`config.mk`:
```
export PLATFORM = sky130hd
export DESIGN_NAME = mult_accum
export DESIGN_NICKNAME = d
export VERILOG_FILES = /design/src/rtl/mult_accum.sv
export SDC_FILE = /design/constraint.sdc
export NUM_CORES = 1
export LEC_CHECK = 0
export ABC_AREA = 0
export CAP_MARGIN = 20
export CORE_ASPECT_RATIO = 2
export CORE_MARGIN = 4
export CORE_UTILIZATION = 25
export DETAILED_ROUTE_END_ITERATION = 10
export DONT_BUFFER_PORTS = 1
export PLACE_DENSITY = 0.41
export SETUP_SLACK_MARGIN = 0.15
export SYNTH_ARGS = -nofsm -noshare
export SYNTH_HDL_FRONTEND = slang
export SYNTH_SLANG_ARGS = --single-unit
```
`constraint.sdc`:
```
create_clock -name clk -period 20.9 [get_ports clk]
set_input_delay 4.18 -clock clk [delete_from_list [all_inputs] [get_ports clk]]
set_output_delay 4.18 -clock clk [all_outputs]
set_load 0.02 [all_outputs]
```
`src/rtl/mult_accum.sv`:
```
// Pipelined unsigned 16x16 multiply-accumulate with grouped results.
// A pair is registered, multiplied, then summed; in_last closes a group and its result is held for a handshake.

module mult16x16_array (
  input  logic [15:0] a,
  input  logic [15:0] b,
  output logic [31:0] p
);
  // Shift-and-add array: one partial-product row per multiplier bit.
  always_comb begin
    p = '0;
    for (int i = 0; i < 16; i++) begin
      if (b[i]) p = p + ({16'b0, a} << i);
    end
  end
endmodule

module mult_accum #(
  parameter int ACC_W = 40,
  parameter int CNT_W = 8
) (
  input  logic             clk,
  input  logic             rst,
  input  logic             in_valid,
  output logic             in_ready,
  input  logic [15:0]      a,
  input  logic [15:0]      b,
  input  logic             in_last,
  output logic             out_valid,
  input  logic             out_ready,
  output logic [ACC_W-1:0] acc_out,
  output logic [CNT_W-1:0] count,
  output logic             overflow
);
  typedef enum logic [1:0] {IDLE, ACC, HOLD} state_t;

  state_t state, state_next;

  logic        s1_valid, s1_last;
  logic [15:0] s1_a, s1_b;
  logic        s2_valid, s2_last;
  logic [31:0] s2_prod;
  logic [31:0] prod;

  logic [ACC_W-1:0] acc;
  logic [CNT_W-1:0] cnt;
  logic             ovf;

  logic             transfer, done, take;
  logic [ACC_W:0]   sum;
  logic [CNT_W-1:0] cnt_inc;
  logic             ovf_next;

  // No new pair may enter once a closing pair is in flight or a result is held.
  assign in_ready = !rst && (state != HOLD)
                    && !(s1_valid && s1_last) && !(s2_valid && s2_last);
  assign transfer  = in_valid && in_ready;
  assign done      = s2_valid && s2_last;
  assign take      = (state == HOLD) && out_ready;
  assign out_valid = (state == HOLD);

  assign sum      = {1'b0, acc} + (ACC_W+1)'(s2_prod);
  assign cnt_inc  = (cnt == '1) ? cnt : cnt + CNT_W'(1);
  assign ovf_next = ovf | sum[ACC_W];

  mult16x16_array u_mult (
    .a (s1_a),
    .b (s1_b),
    .p (prod)
  );

  // NOTE: only the valid bits need reset; the data registers are qualified by them.
  always_ff @(posedge clk) begin
    if (rst) begin
      s1_valid <= 1'b0;
      s2_valid <= 1'b0;
    end else begin
      s1_valid <= transfer;
      s2_valid <= s1_valid;
    end
  end

  always_ff @(posedge clk) begin
    if (transfer) begin
      s1_a    <= a;
      s1_b    <= b;
      s1_last <= in_last;
    end
    if (s1_valid) begin
      s2_prod <= prod;
      s2_last <= s1_last;
    end
  end

  // NOTE: default the next state first so no path through the case infers a latch.
  always_comb begin
    state_next = state;
    case (state)
      IDLE:    if (transfer) state_next = ACC;
      ACC:     if (done)     state_next = HOLD;
      HOLD:    if (out_ready) state_next = IDLE;
      default: state_next = IDLE;
    endcase
  end

  // NOTE: sequential state is updated with non-blocking assignments so every register sees pre-edge values.
  always_ff @(posedge clk) begin
    if (rst) state <= IDLE;
    else     state <= state_next;
  end

  // Running group sum; cleared when the held result is consumed.
  always_ff @(posedge clk) begin
    if (rst || take) begin
      acc <= '0;
      cnt <= '0;
      ovf <= 1'b0;
    end else if (s2_valid) begin
      acc <= sum[ACC_W-1:0];
      cnt <= cnt_inc;
      ovf <= ovf_next;
    end
  end

  // Result registers capture the final sum including the closing product.
  always_ff @(posedge clk) begin
    if (rst) begin
      acc_out  <= '0;
      count    <= '0;
      overflow <= 1'b0;
    end else if (state == ACC && done) begin
      acc_out  <= sum[ACC_W-1:0];
      count    <= cnt_inc;
      overflow <= ovf_next;
    end
  end
endmodule

```
==> results of run 1 <==
final timing paths:
check	to	startpoint	slack [ps]	cells after the start
setup / recovery	s2_prod[30]	s1_b[0]	1080	116
hold / removal	acc[31]	acc[31]	480	2
setup reg to reg	s2_prod[30]	s1_b[0]	1080	116
hold reg to reg	acc[31]	acc[31]	480	2
routing by layer:
layer / vias up / track usage (%)
li1: 12300 / -
met1: 11800 / 19.0
met2: 464 / 38.6
met3: 235 / 2.27
met4: 6 / 10.5
met5: - / 0
area by class of cell:
cell class	instances	area (um^2)	share of cell area (%)
Clock buffer	18	429	1.32
Inverter	129	484	1.49
Clock inverter	14	199	0.611
Sequential cell	168	4030	12.4
Multi-Input combinational cell	2542	20000	61.3
Antenna cell	1	2.50	0.00769
Tap cell	1185	1480	4.56
Timing Repair Buffer	792	5970	18.3
synthesized netlist by cell type, drive strengths merged (10+ instances only):
cell     number
nand3        69
fa           16
edfxtp       66
xor2         76
a21o         76
nand4        12
o31ai        20
o22ai        13
a31o         10
a21oi       246
inv         127
a211oi       54
nand3b       10
dfxtp       102
mux2i        50
and2         26
nand2b       52
clkbuf       88
o21a         68
nor2b        32
o211ai       35
ha          306
or3          34
buf          13
o21bai       16
o31a         13
a221oi       11
nor2        270
a22oi        12
nor3         75
mux2         46
a41oi        14
nand2       314
a311oi       11
a31oi        43
o21ai       181
or2          13
a21boi       12
xnor2       136
o2111ai      10
and3         26
what timing repair did:
action                                  CTS  global route
pin swaps                                18           159
setup buffers                            10            72
endpoints found under the setup margin    9            11
resized for setup                        66           359
worst register-to-register path: cells and delay by family, from the launching register on:
family	cells	cell delay, ps
AND/OR/NAND/NOR	25	3150
multiplexers	3	700
adder cells (fa/ha/maj)	16	4450
AO/OA/AOI/OAI	40	6220
buffers and inverters	18	2440
XOR/XNOR	14	2180
flip-flops	1	390
through the flow:
step,worst slack (ps),cells,area (um^2),hold slack [ps]
after global routing,-22.6,4848,32500,508
after detailed placement,-1040,4734,29300,468
after global placement,-815,4734,29300,464
final,1080,4849,32600,484
after floorplan,934,2940,22800,422
after CTS,144,4776,30300,483
state kept, by name (all words and copies together), names as in the netlist:
name      cells
s1_valid      1
acc          40
overflow      1
acc_out      40
count         8
s1_b         16
state         2
s2_prod      32
s2_last       1
s2_valid      1
ovf           1
cnt           8
s1_last       1
s1_a         16
kinds of logic after synthesis:
group,after synthesis,synth area share [%]
AND/OR/NAND/NOR,968,19.8
AO/OA/AOI/OAI,944,28.0
adder cells (fa/ha/maj),322,18.2
buffers and inverters,230,3.85
XOR/XNOR,212,8.13
flip-flops,168,17.6
multiplexers,96,4.47
==> impl_metrics.tcl, run 1 <==
set metrics [dict create \
    drt_first_pass_iters 5 \
    yosysTopAreaCell "ha_1" \
    hold_viol 0 \
    crit_type "flip-flop to flip-flop" \
    rows 156 \
    viasPerCell 5.10 \
    drv_cap 0 \
    async_reset_ff_share_pct 0 \
    max_stage_delay_ps 390 \
    synth_nets 3299 \
    numCtsBuffers 17 \
    drv_slew 0 \
    cp-start-kind "flip-flop" \
    wl_met3_um 2860 \
    grt_max_degree 62 \
    nets 4009 \
    worstPathMaxFanout 5 \
    synthCells 2940 \
    grt_overflow_total 0 \
    grt_pass1_vias 25500 \
    synth_area_um2 22800 \
    top_layer "met5" \
    rsz0062_at_grt "true" \
    finalCritPeriodShare_pct 94.8 \
    grt.total_usage_pct 19.3 \
    routed_wl_um 97400 \
    routed-via-count 24700 \
    grt_pass1_wl_um 146000 \
    finalSetupViolCount 0 \
    drc 0 \
    setup_tns_ps 0 \
    cpMostUsedCell "buf_4" \
    io_buffers 0 \
    clk_pin_slew_ps 80 \
    nFillCells 9605 \
    place_congestion 0.878 \
    drive_gt1_share_pct 34.0 \
    layout_commonest_cell "buf_4" \
    finClkSkew_ps 32.6 \
    die_h_um 436 \
    antenna_found_initial 7 \
    drt-met1-wl_um 34800 \
    io-pin-count 88 \
    synth_cell_types 100 \
    path_buf_inv 18 \
    synth_top_flop_cell "dfxtp_1" \
    slew_headroom_pct 24.4 \
    clock-sinks 168 \
    synthToLayoutAreaGrowth_pct 42.5 \
    final_cell_mix "buf_4, nand2_1, nor2_1, ha_1, a21oi_1" \
    design.die.area_um2 96600 \
    yosys_warnings 0 \
    crit_family "compound AO/OA/AOI/OAI gates" \
    critical_path_required_ps 21160 \
    routedWlPerCell_um 20.1 \
    h-tree-depth 4 \
    synth.area.top_cells "ha_1, dfxtp_1, edfxtp_1" \
    met2_length_um 53500 \
    tritoncts "done" \
    tightest_slew_ps 1130 \
    synth.top_cell.area_share_pct 16.8 \
    dp_hpwl_um 76700 \
    core_um2 90600 \
    fp.dieW_um 222 \
    hold_buffers 0 \
    synth_area_per_cell_um2 7.77 \
    final_core_util_pct 35.9 \
    synth_seq_area_share_pct 17.6 \
    critPathCaptureType "flip-flop" \
    hp-class "flip-flop to flip-flop" \
    status "finished, final reports clean" \
    fin_crit_ps 19820 \
    fmax_mhz 50.5 \
    ys_ff_latch 168 \
    drt_iter0_markers 1158 \
    cts_root_buffer "clkbuf_16" \
    antenna_left 0 \
    crit_slowest_cell "edfxtp_1" \
    synth_edf_count 66 \
    clock_latency_ps 530 \
    clock_path_buffers 2 \
    arrival_ps 20080 \
    initial_utilization_pct 25.2 \
]
Power of run 1 is left out: the tool's default activity adds up to more than one toggle a clock period on the data nets, which glitch-free logic cannot reach.
==> run 2: changes to the inputs <==
Settings changed: CORE_UTILIZATION 25 to 40, PLACE_DENSITY 0.41 to 0.57.
==> run 2 against run 1 <==
Net effect: critical path depth decreased by 9; sequential share of layout area increased by 0.96 points; utilization increased by 18 points; first-iteration DRC count increased by 11%; hold slack got worse by 9.5 ps; fmax decreased by 1.1%.
==> impl_metrics.tcl, run 2 (synthesis gave the netlist of run 1 again) <==
set metrics [dict create \
    status "finished, final reports clean" \
    die_h_um 346 \
    cp-start-kind "flip-flop" \
    fmax_mhz 49.9 \
    grt.total_usage_pct 26.6 \
    routed_wl_um 86000 \
    drc 0 \
    finalInstanceArea_um2 30200 \
    critical_path_required_ps 21120 \
    hold_viol 0 \
    routed-via-count 24400 \
    nets 3745 \
    drv_cap 0 \
    drv_slew 0 \
    layout_commonest_cell "buf_4" \
    finalSetupViolCount 0 \
    crit_family "compound AO/OA/AOI/OAI gates" \
    drive_gt1_share_pct 29.6 \
    postPlaceCellArea_um2 26600 \
    routedWlPerCell_um 20.7 \
    tightest_slew_ps 1030 \
    finalNonFillerCells 4151 \
    antenna_left 0 \
    hp-class "flip-flop to flip-flop" \
    crit_slowest_cell "a221o_1" \
    synthToLayoutAreaGrowth_pct 32.2 \
    grt_overflow_total 0 \
    fin_crit_ps 20050 \
    core_um2 56500 \
    rows 123 \
    dp_hpwl_um 67100 \
    worstPathMaxFanout 4 \
    clock_path_buffers 2 \
    viasPerCell 5.89 \
    critPathCaptureType "flip-flop" \
    final_cell_mix "buf_4, nand2_1, nor2_1, ha_1, a21oi_1" \
    antenna_found_initial 4 \
    max_stage_delay_ps 430 \
    finalCritPeriodShare_pct 95.9 \
    finClkSkew_ps 35.8 \
    initial_utilization_pct 40.5 \
    path_buf_inv 12 \
    slew_headroom_pct 30.6 \
    hold_buffers 0 \
    clk_pin_slew_ps 80 \
    tritoncts "done" \
    dp.cells 4018 \
    top_regs "acc: 40 flops, acc_out: 40 flops, s2_prod: 32 flops" \
    numCtsBuffers 17 \
    crit_type "flip-flop to flip-flop" \
    clock-sinks 168 \
    fp.dieW_um 177 \
    cpMostUsedCell "buf_4" \
    grt_pass1_wl_um 130000 \
    drt_first_pass_iters 5 \
    cts_root_buffer "clkbuf_16" \
    arrival_ps 20270 \
    drt_iter0_markers 1286 \
    place_congestion 0.965 \
    setup_tns_ps 0 \
    h-tree-depth 4 \
    io_buffers 0 \
    io-pin-count 88 \
    clock_latency_ps 480 \
    grt_max_degree 58 \
    grt_pass1_vias 24700 \
    design.die.area_um2 61200 \
]
[run 2: cell count changes in the layout (fill, tap and decap cells not counted), sizes merged]
cell      change
buf         -263
clkinv        +3
bufinv        -2
clkbuf        -2
clkinvlp      -1
diode         +1
inv           +1
[run 2: stage by stage]
| step | setup WS [ps] | util [%] | hold WS, ps |
|---|---|---|---|
| detailed placement | -1510 | 47.1 | 446 |
| CTS | 165 | 49.1 | 480 |
| finish | 853 | 53.5 | 475 |
| global route | -89.6 | 53.5 | 497 |
| global placement | -1310 | 47.1 | 451 |
| floorplan | 934 | - | 422 |
[run 2: worst paths after layout]
path | start | to | slack (ps) | cells past startpoint
max reg2reg | s1_b[0] | s2_prod[30] | 850 | 107
max | s1_b[0] | s2_prod[30] | 850 | 107
min reg2reg | acc[18] | acc[18] | 470 | 2
min | acc[18] | acc[18] | 470 | 2
[run 2: layout make-up]
cell class / count / area, um^2
Clock inverter: 15 / 176
Sequential cell: 168 / 4030
Clock buffer: 17 / 425
Inverter: 129 / 484
Antenna cell: 2 / 5.00
Tap cell: 750 / 938
Multi-Input combinational cell: 2542 / 20200
Timing Repair Buffer: 528 / 3980
Fill cell: 5316 / 26300
[run 2: what timing repair did]
action,in CTS,in global routing
pin swaps,17,152
gates resized for setup,71,385
setup buffers,26,73
setup endpoints to repair,10,11
[run 2: metal layers]
layer,GRT usage [%],up-vias,part of all wire [%]
met3,2.88,316,3.5
met1,25.7,11700,34
li1,-,11800,-
met5,0,-,0.015
met4,19.4,2,8.7
met2,50.8,701,53
[run 2: tightest hold or removal path, stage by stage, from the launching register on]
cell and delay (ps):
dfxtp_1 310, nand2b_1 60, a21oi_1 50
Power of run 2 is left out for the same reason.
